**config.mk**
```make
export PLATFORM = sky130hd
export DESIGN_NAME = hdr_writeback
export DESIGN_NICKNAME = d
export VERILOG_FILES = /design/src/rtl/hdr_writeback.sv
export SDC_FILE = /design/constraint.sdc
export NUM_CORES = 1
export LEC_CHECK = 0
export CAP_MARGIN = 40
export CORE_MARGIN = 10
export CORE_UTILIZATION = 40
export CTS_BUF_LIST = sky130_fd_sc_hd__clkbuf_4
export CTS_CLUSTER_SIZE = 8
export DETAILED_ROUTE_END_ITERATION = 10
export PLACE_DENSITY = 0.64
export RECOVER_POWER = 25
export SLEW_MARGIN = 20
export SYNTH_ARGS = -nofsm -noshare
export SYNTH_HDL_FRONTEND = slang
export SYNTH_HIERARCHICAL = 1
export SYNTH_SLANG_ARGS = --single-unit
```
**constraint.sdc**
```tcl
create_clock -name clk -period 18.5 [get_ports clk]
set_input_delay 2.775 -clock clk [delete_from_list [all_inputs] [get_ports clk]]
set_output_delay 2.775 -clock clk [all_outputs]
set_load 0.01 [all_outputs]
```
**src/rtl/hdr_writeback.sv**
```systemverilog
// hdr_writeback: RGB565 (byte-swapped) pixel packer and single-word frame-buffer writer; HDR_DBUF_EN adds a ping-pong buffer and frame_sel.
// Latency: 2 cycles from the 8th accepted hdr_done to wr_req; wr_req pulses at least 3 cycles apart.
// Backpressure: ram_busy stalls the drain in IDLE; a word arriving at a full FIFO is dropped and sets sticky overflow.

module hdr_wb_fifo #(
  parameter int W     = 128,
  parameter int DEPTH = 4
) (
  input  logic         clk,
  input  logic         rst,
  input  logic         flush,
  input  logic         push_vld,
  input  logic [W-1:0] push_dat,
  input  logic         pop_rdy,
  output logic [W-1:0] head_dat,
  output logic         empty,
  output logic         full
);
  localparam int AW = $clog2(DEPTH);
  localparam logic [AW:0] PTR_ONE = (AW+1)'(1);

  logic [W-1:0] mem [DEPTH];
  logic [AW:0]  wr_ptr, rd_ptr;
  logic         do_push, do_pop;

  assign empty    = (wr_ptr == rd_ptr);
  assign full     = (wr_ptr[AW] != rd_ptr[AW]) && (wr_ptr[AW-1:0] == rd_ptr[AW-1:0]);
  assign do_pop   = pop_rdy && !empty;
  // a full FIFO still takes a push when the head leaves in the same cycle
  assign do_push  = push_vld && (!full || do_pop);
  assign head_dat = mem[rd_ptr[AW-1:0]];

  always_ff @(posedge clk or posedge rst) begin
    if (rst) begin
      wr_ptr <= '0;
      rd_ptr <= '0;
    end else if (flush) begin
      wr_ptr <= '0;
      rd_ptr <= '0;
    end else begin
      if (do_push) wr_ptr <= wr_ptr + PTR_ONE;
      if (do_pop)  rd_ptr <= rd_ptr + PTR_ONE;
    end
  end

  always_ff @(posedge clk) begin
    if (do_push && !flush) mem[wr_ptr[AW-1:0]] <= push_dat;
  end
endmodule

module hdr_writeback #(
  parameter logic [24:0] HDR_BASE    = 25'hE1000,
  parameter int unsigned FRAME_WORDS = 38400,
  parameter int unsigned ADDR_STEP   = 4,
  parameter int unsigned FIFO_DEPTH  = 4
) (
  input  logic         clk,
  input  logic         rst,
  input  logic         hdr_en,
  input  logic         frame_start,
  input  logic         hdr_done,
  input  logic [7:0]   lE_red,
  input  logic [7:0]   lE_green,
  input  logic [7:0]   lE_blue,
  input  logic         ram_busy,
  output logic         wr_req,
  output logic [24:0]  wr_address,
  output logic [127:0] wr_data,
  output logic         frame_written,
  output logic         overflow
`ifdef HDR_DBUF_EN
  ,
  output logic         frame_sel
`endif
);
  localparam int WC_W = $clog2(FRAME_WORDS + 1);
  localparam logic [WC_W-1:0] LAST_WORD = WC_W'(FRAME_WORDS - 1);
  localparam logic [WC_W-1:0] WC_ONE    = WC_W'(1);
  localparam logic [24:0]     STEP      = 25'(ADDR_STEP);

  typedef enum logic [1:0] {IDLE, REQ, GAP} state_t;
  state_t state_q, state_d;

  logic [2:0]      pixel_count;
  logic [127:0]    asm_q, asm_d;
  logic [15:0]     pix;
  logic            take, push, pop, fifo_empty, fifo_full, frame_end;
  logic [127:0]    fifo_head;
  logic [WC_W-1:0] word_count;
  logic [24:0]     start_base, end_base;

  // RGB565 with its two bytes swapped to match the camera layout
  assign pix  = {lE_green[4:2], lE_blue[7:3], lE_red[7:3], lE_green[7:5]};
  assign take = hdr_en && hdr_done;
  assign push = take && !frame_start && (pixel_count == 3'd7);

  always_comb begin
    asm_d = asm_q;
    asm_d[{pixel_count, 4'b0000} +: 16] = pix;
  end

  always_ff @(posedge clk or posedge rst) begin
    if (rst) begin
      pixel_count <= '0;
      asm_q       <= '0;
    end else if (frame_start) begin
      pixel_count <= take ? 3'd1 : 3'd0;
      asm_q       <= take ? {112'b0, pix} : '0;
    end else if (take) begin
      pixel_count <= pixel_count + 3'd1;
      asm_q       <= asm_d;
    end
  end

  hdr_wb_fifo #(.W(128), .DEPTH(int'(FIFO_DEPTH))) u_fifo (
    .clk      (clk),
    .rst      (rst),
    .flush    (frame_start),
    .push_vld (push),
    .push_dat (asm_d),
    .pop_rdy  (pop),
    .head_dat (fifo_head),
    .empty    (fifo_empty),
    .full     (fifo_full)
  );

  // a frame_start in IDLE flushes the FIFO, so no word is issued that cycle
  always_comb begin
    state_d = state_q;
    pop     = 1'b0;
    case (state_q)
      IDLE: begin
        if (!fifo_empty && !ram_busy && !frame_start) begin
          pop     = 1'b1;
          state_d = REQ;
        end
      end
      REQ:     state_d = GAP;
      GAP:     state_d = IDLE;
      default: state_d = IDLE;
    endcase
  end

  assign frame_end = (state_q == REQ) && !frame_start && (word_count == LAST_WORD);

`ifdef HDR_DBUF_EN
  localparam logic [24:0] ALT_BASE = HDR_BASE + 25'(FRAME_WORDS * ADDR_STEP);
  assign start_base = frame_sel ? ALT_BASE : HDR_BASE;
  assign end_base   = frame_sel ? HDR_BASE : ALT_BASE;

  always_ff @(posedge clk or posedge rst) begin
    if (rst)            frame_sel <= 1'b0;
    else if (frame_end) frame_sel <= ~frame_sel;
  end
`else
  assign start_base = HDR_BASE;
  assign end_base   = HDR_BASE;
`endif

  always_ff @(posedge clk or posedge rst) begin
    if (rst) begin
      state_q       <= IDLE;
      wr_req        <= 1'b0;
      wr_data       <= '0;
      wr_address    <= HDR_BASE;
      word_count    <= '0;
      frame_written <= 1'b0;
      overflow      <= 1'b0;
    end else begin
      state_q       <= state_d;
      wr_req        <= pop;
      frame_written <= frame_end;
      if (pop) wr_data <= fifo_head;
      if (push && fifo_full && !pop) overflow <= 1'b1;
      if (frame_start) begin
        wr_address <= start_base;
        word_count <= '0;
      end else if (frame_end) begin
        wr_address <= end_base;
        word_count <= '0;
      end else if (state_q == REQ) begin
        wr_address <= wr_address + STEP;
        word_count <= word_count + WC_ONE;
      end
    end
  end
endmodule

```
==> impl_metrics.toml <==
[sta]
worst_clock_skew_ns = 0.1227
period_share_pct = 54.86
worst_pin_slew_ns = 4.692
rsz0062_at_grt = "false"
layout_setup_ws_ns = 8.351
relSlewSlack_pct = -212.8
holdWs_ns = 0.4859
final_hold_viol_count = 0
fmax_ghz = 0.09853
setup_viol = 0
tns_ns = 0
drv_slew = 262
finalCriticalPeriod_ns = 10.15

[clocking]
cts.clk_slew.worst_paths_ns = 0.06
htreeDepth = 4
clock-sinks = 821
cts.path.max_buffers = 3
clk_latency_ns = 1.11
cts_resized = 0
cts_setup_buffers = 0
cts_buffers = 203
postCtsHoldBufs = 0
cts_tree = "done"
cts_root_buf = "clkbuf_4"

[pwr]
p_leak_uw = 0.01520
power_density_mw_per_mm2 = 106.0
peakVddDrop_v = 0.00004479

[setup_path]
crit-reg2reg-launch = "u_fifo/rd_ptr[0]"
crit_family = "buffers and inverters"
cp_slowest_cell = "clkbuf_1"
cp.required_ns = 19.54
worst-path-buf-inv = 5
worstSetupPathType = "input port to async pin"
ff2ff_path_depth = 9
crit_top_cell = "clkbuf_1"
crit_chain = "dlygate4sd3_1 -> clkinvlp_2 -> clkbuf_1 -> clkbuf_1 -> buf_16"
critical_path.max_stage_delay_ns = 3.35
cp.depth = 5
worstSetupStartpoint = "rst"
cp-end-kind = "async pin"
r2r_end = "u_fifo/mem[2][113]"
endpoint = "word_count[12]"
crit_fanout = 127
worstSetupStartpointType = "input port"
arrival_ns = 11.19
reg2reg_slack_ns = 14.51

[drt]
drc = 0
wl_mm = 76.65
routedWlPerCell_um = 20.92
ant_nets = 0
vias_per_cell = 5.255
drt_iter0_drc = 1319
dr.pass1.iters = 5
vias = 19249

[placed_design]
placed_area_mm2 = 0.03588
dpl.hpwl_mm = 45.96
dp_cells = 3274
gp_congestion = 0.7982
port_buffers = 175
pre_cts_ws_ns = 12.44

[outcome]
failed_checks = "max-capacitance violations, max-slew violations"
outcome = "finished with violations"

[logic_synthesis]
syn-instance-count = 2112
ys_ff_latch = 821
synth-adder-area-share_pct = 0.5344
synth.mux.area_fraction_pct = 14.52
yosysSeqAreaShare_pct = 70.51
synthArstFlopShare_pct = 37.64
ys_warn_count = 6
yosys.area_share.simple_pct = 7.218
synth_area_leaders = "edfxtp_1 (47%), dfrtp_1 (23%), mux4_2 (8.8%)"
syn_area_mm2 = 0.03278
synth_top_area_share_pct = 46.91
synth_ff_type = "edfxtp_1"
synth_top_family_by_area = "multiplexers"
yosysUniqueCellTypes = 56
synth_compound_area_share_pct = 4.661
synth_edf_count = 512
avgSynthCellArea_um2 = 15.52
synthXorXnorAreaFrac_pct = 0.4466
yosysTopAreaCell = "edfxtp_1"

[grt]
grt_max_degree = 178
grt_pass1_vias = 19964
track_usage_pct = 16.37
grt_pass1_wl_mm = 118.6
grt_overflow = 0
antenna_found_initial = 12

[die]
ios = 186
start_util_pct = 40.50
dieArea_mm2 = 0.09380
core_mm2 = 0.08094
die_w_um = 306.3
die_h_um = 306.3
num_rows = 104

[job]
maxCapViolations = 5

[final_layout]
nets = 2466
final_cells = 3663
fin_area_mm2 = 0.03873
final_cell_mix = "edfxtp_1 (512), clkbuf_4 (336), dfrtp_1 (303)"
final_common_cell = "edfxtp_1"
drive_above_1_share_pct = 22.25
syn2layout_area_growth_pct = 18.17

[hold_path]
hold_path_class = "register to register"
-- power by group --
part | switching [uW] | total (uW) | internal, uW
Sequential | 48.5 | 2080 | 2030
Combinational | 209 | 421 | 212
Clock | 723 | 1600 | 878
-- state kept, by name, indices dropped and copies added, names as in the netlist, 2 cells and up --
name,flops
wr_data,128
u_fifo/wr_ptr,3
u_fifo/mem,512
wr_address,23
state_q,2
u_fifo/rd_ptr,3
asm_q,128
pixel_count,3
word_count,16
-- metal layers --
| layer | vias to the layer above | track usage, % | wire (um) |
|---|---|---|---|
| li1 | 8674 | - | - |
| met1 | 9812 | 19.87 | 31420 |
| met3 | 141 | 5.769 | 5968 |
| met4 | 14 | 6.237 | 2006 |
| met5 | - | 0 | 78 |
| met2 | 608 | 26.64 | 37170 |
-- how the worst min path moves through the flow --
stage,to,start,cells past startpoint,slack (ns)
after floorplan,state_q[0],state_q[1],1,0.41
after global placement,overflow,overflow,1,0.46
after detailed placement,overflow,overflow,1,0.47
after CTS,overflow,overflow,1,0.49
after global routing,wr_data[114],wr_data[114],1,0.50
final,overflow,overflow,1,0.49
-- layout make-up --
cell class | count | area [um^2]
Fill cell | 6970 | 42200
Sequential cell | 821 | 23120
Multi-Input combinational cell | 1152 | 9014
Clock buffer | 336 | 2522
Timing Repair Buffer | 226 | 2341
Tap cell | 1060 | 1326
Clock inverter | 45 | 330.3
Inverter | 18 | 68.82
Antenna cell | 5 | 12.51
-- synthesized netlist by cell type, types with 14 or more instances --
cell type    n
nand4_1     15
mux2_2      63
nand2_1    190
nor2_1     243
a22o_1      18
edfxtp_1   512
mux2_1     100
mux4_2     128
nand3_1     23
a31oi_1     15
o21ai_0    100
dfrtp_1    305
buf_6       14
buf_2       34
nor3_1      22
ha_1        14
inv_1       18
clkbuf_1    66
a21oi_1    116
-- through the flow --
stage | utilization (%) | total power (uW)
2_1_floorplan | - | 2285
3_3_place_gp | 43.92 | 2542
3_5_place_dp | 44.33 | 2557
4_1_cts | 47.86 | 4170
5_1_grt | 47.85 | 4305
6_report | 47.86 | 4104
-- cells by family (layout without fill, tap and decap cells) --
group	after synthesis	in the layout
simple gates	550	550
compound gates	276	276
other cells	1	7
mux	295	295
xor+xnor	15	15
fa+ha+maj	14	14
buf+inv	140	625
flops	821	821
Power figures use the tool's default switching activity.
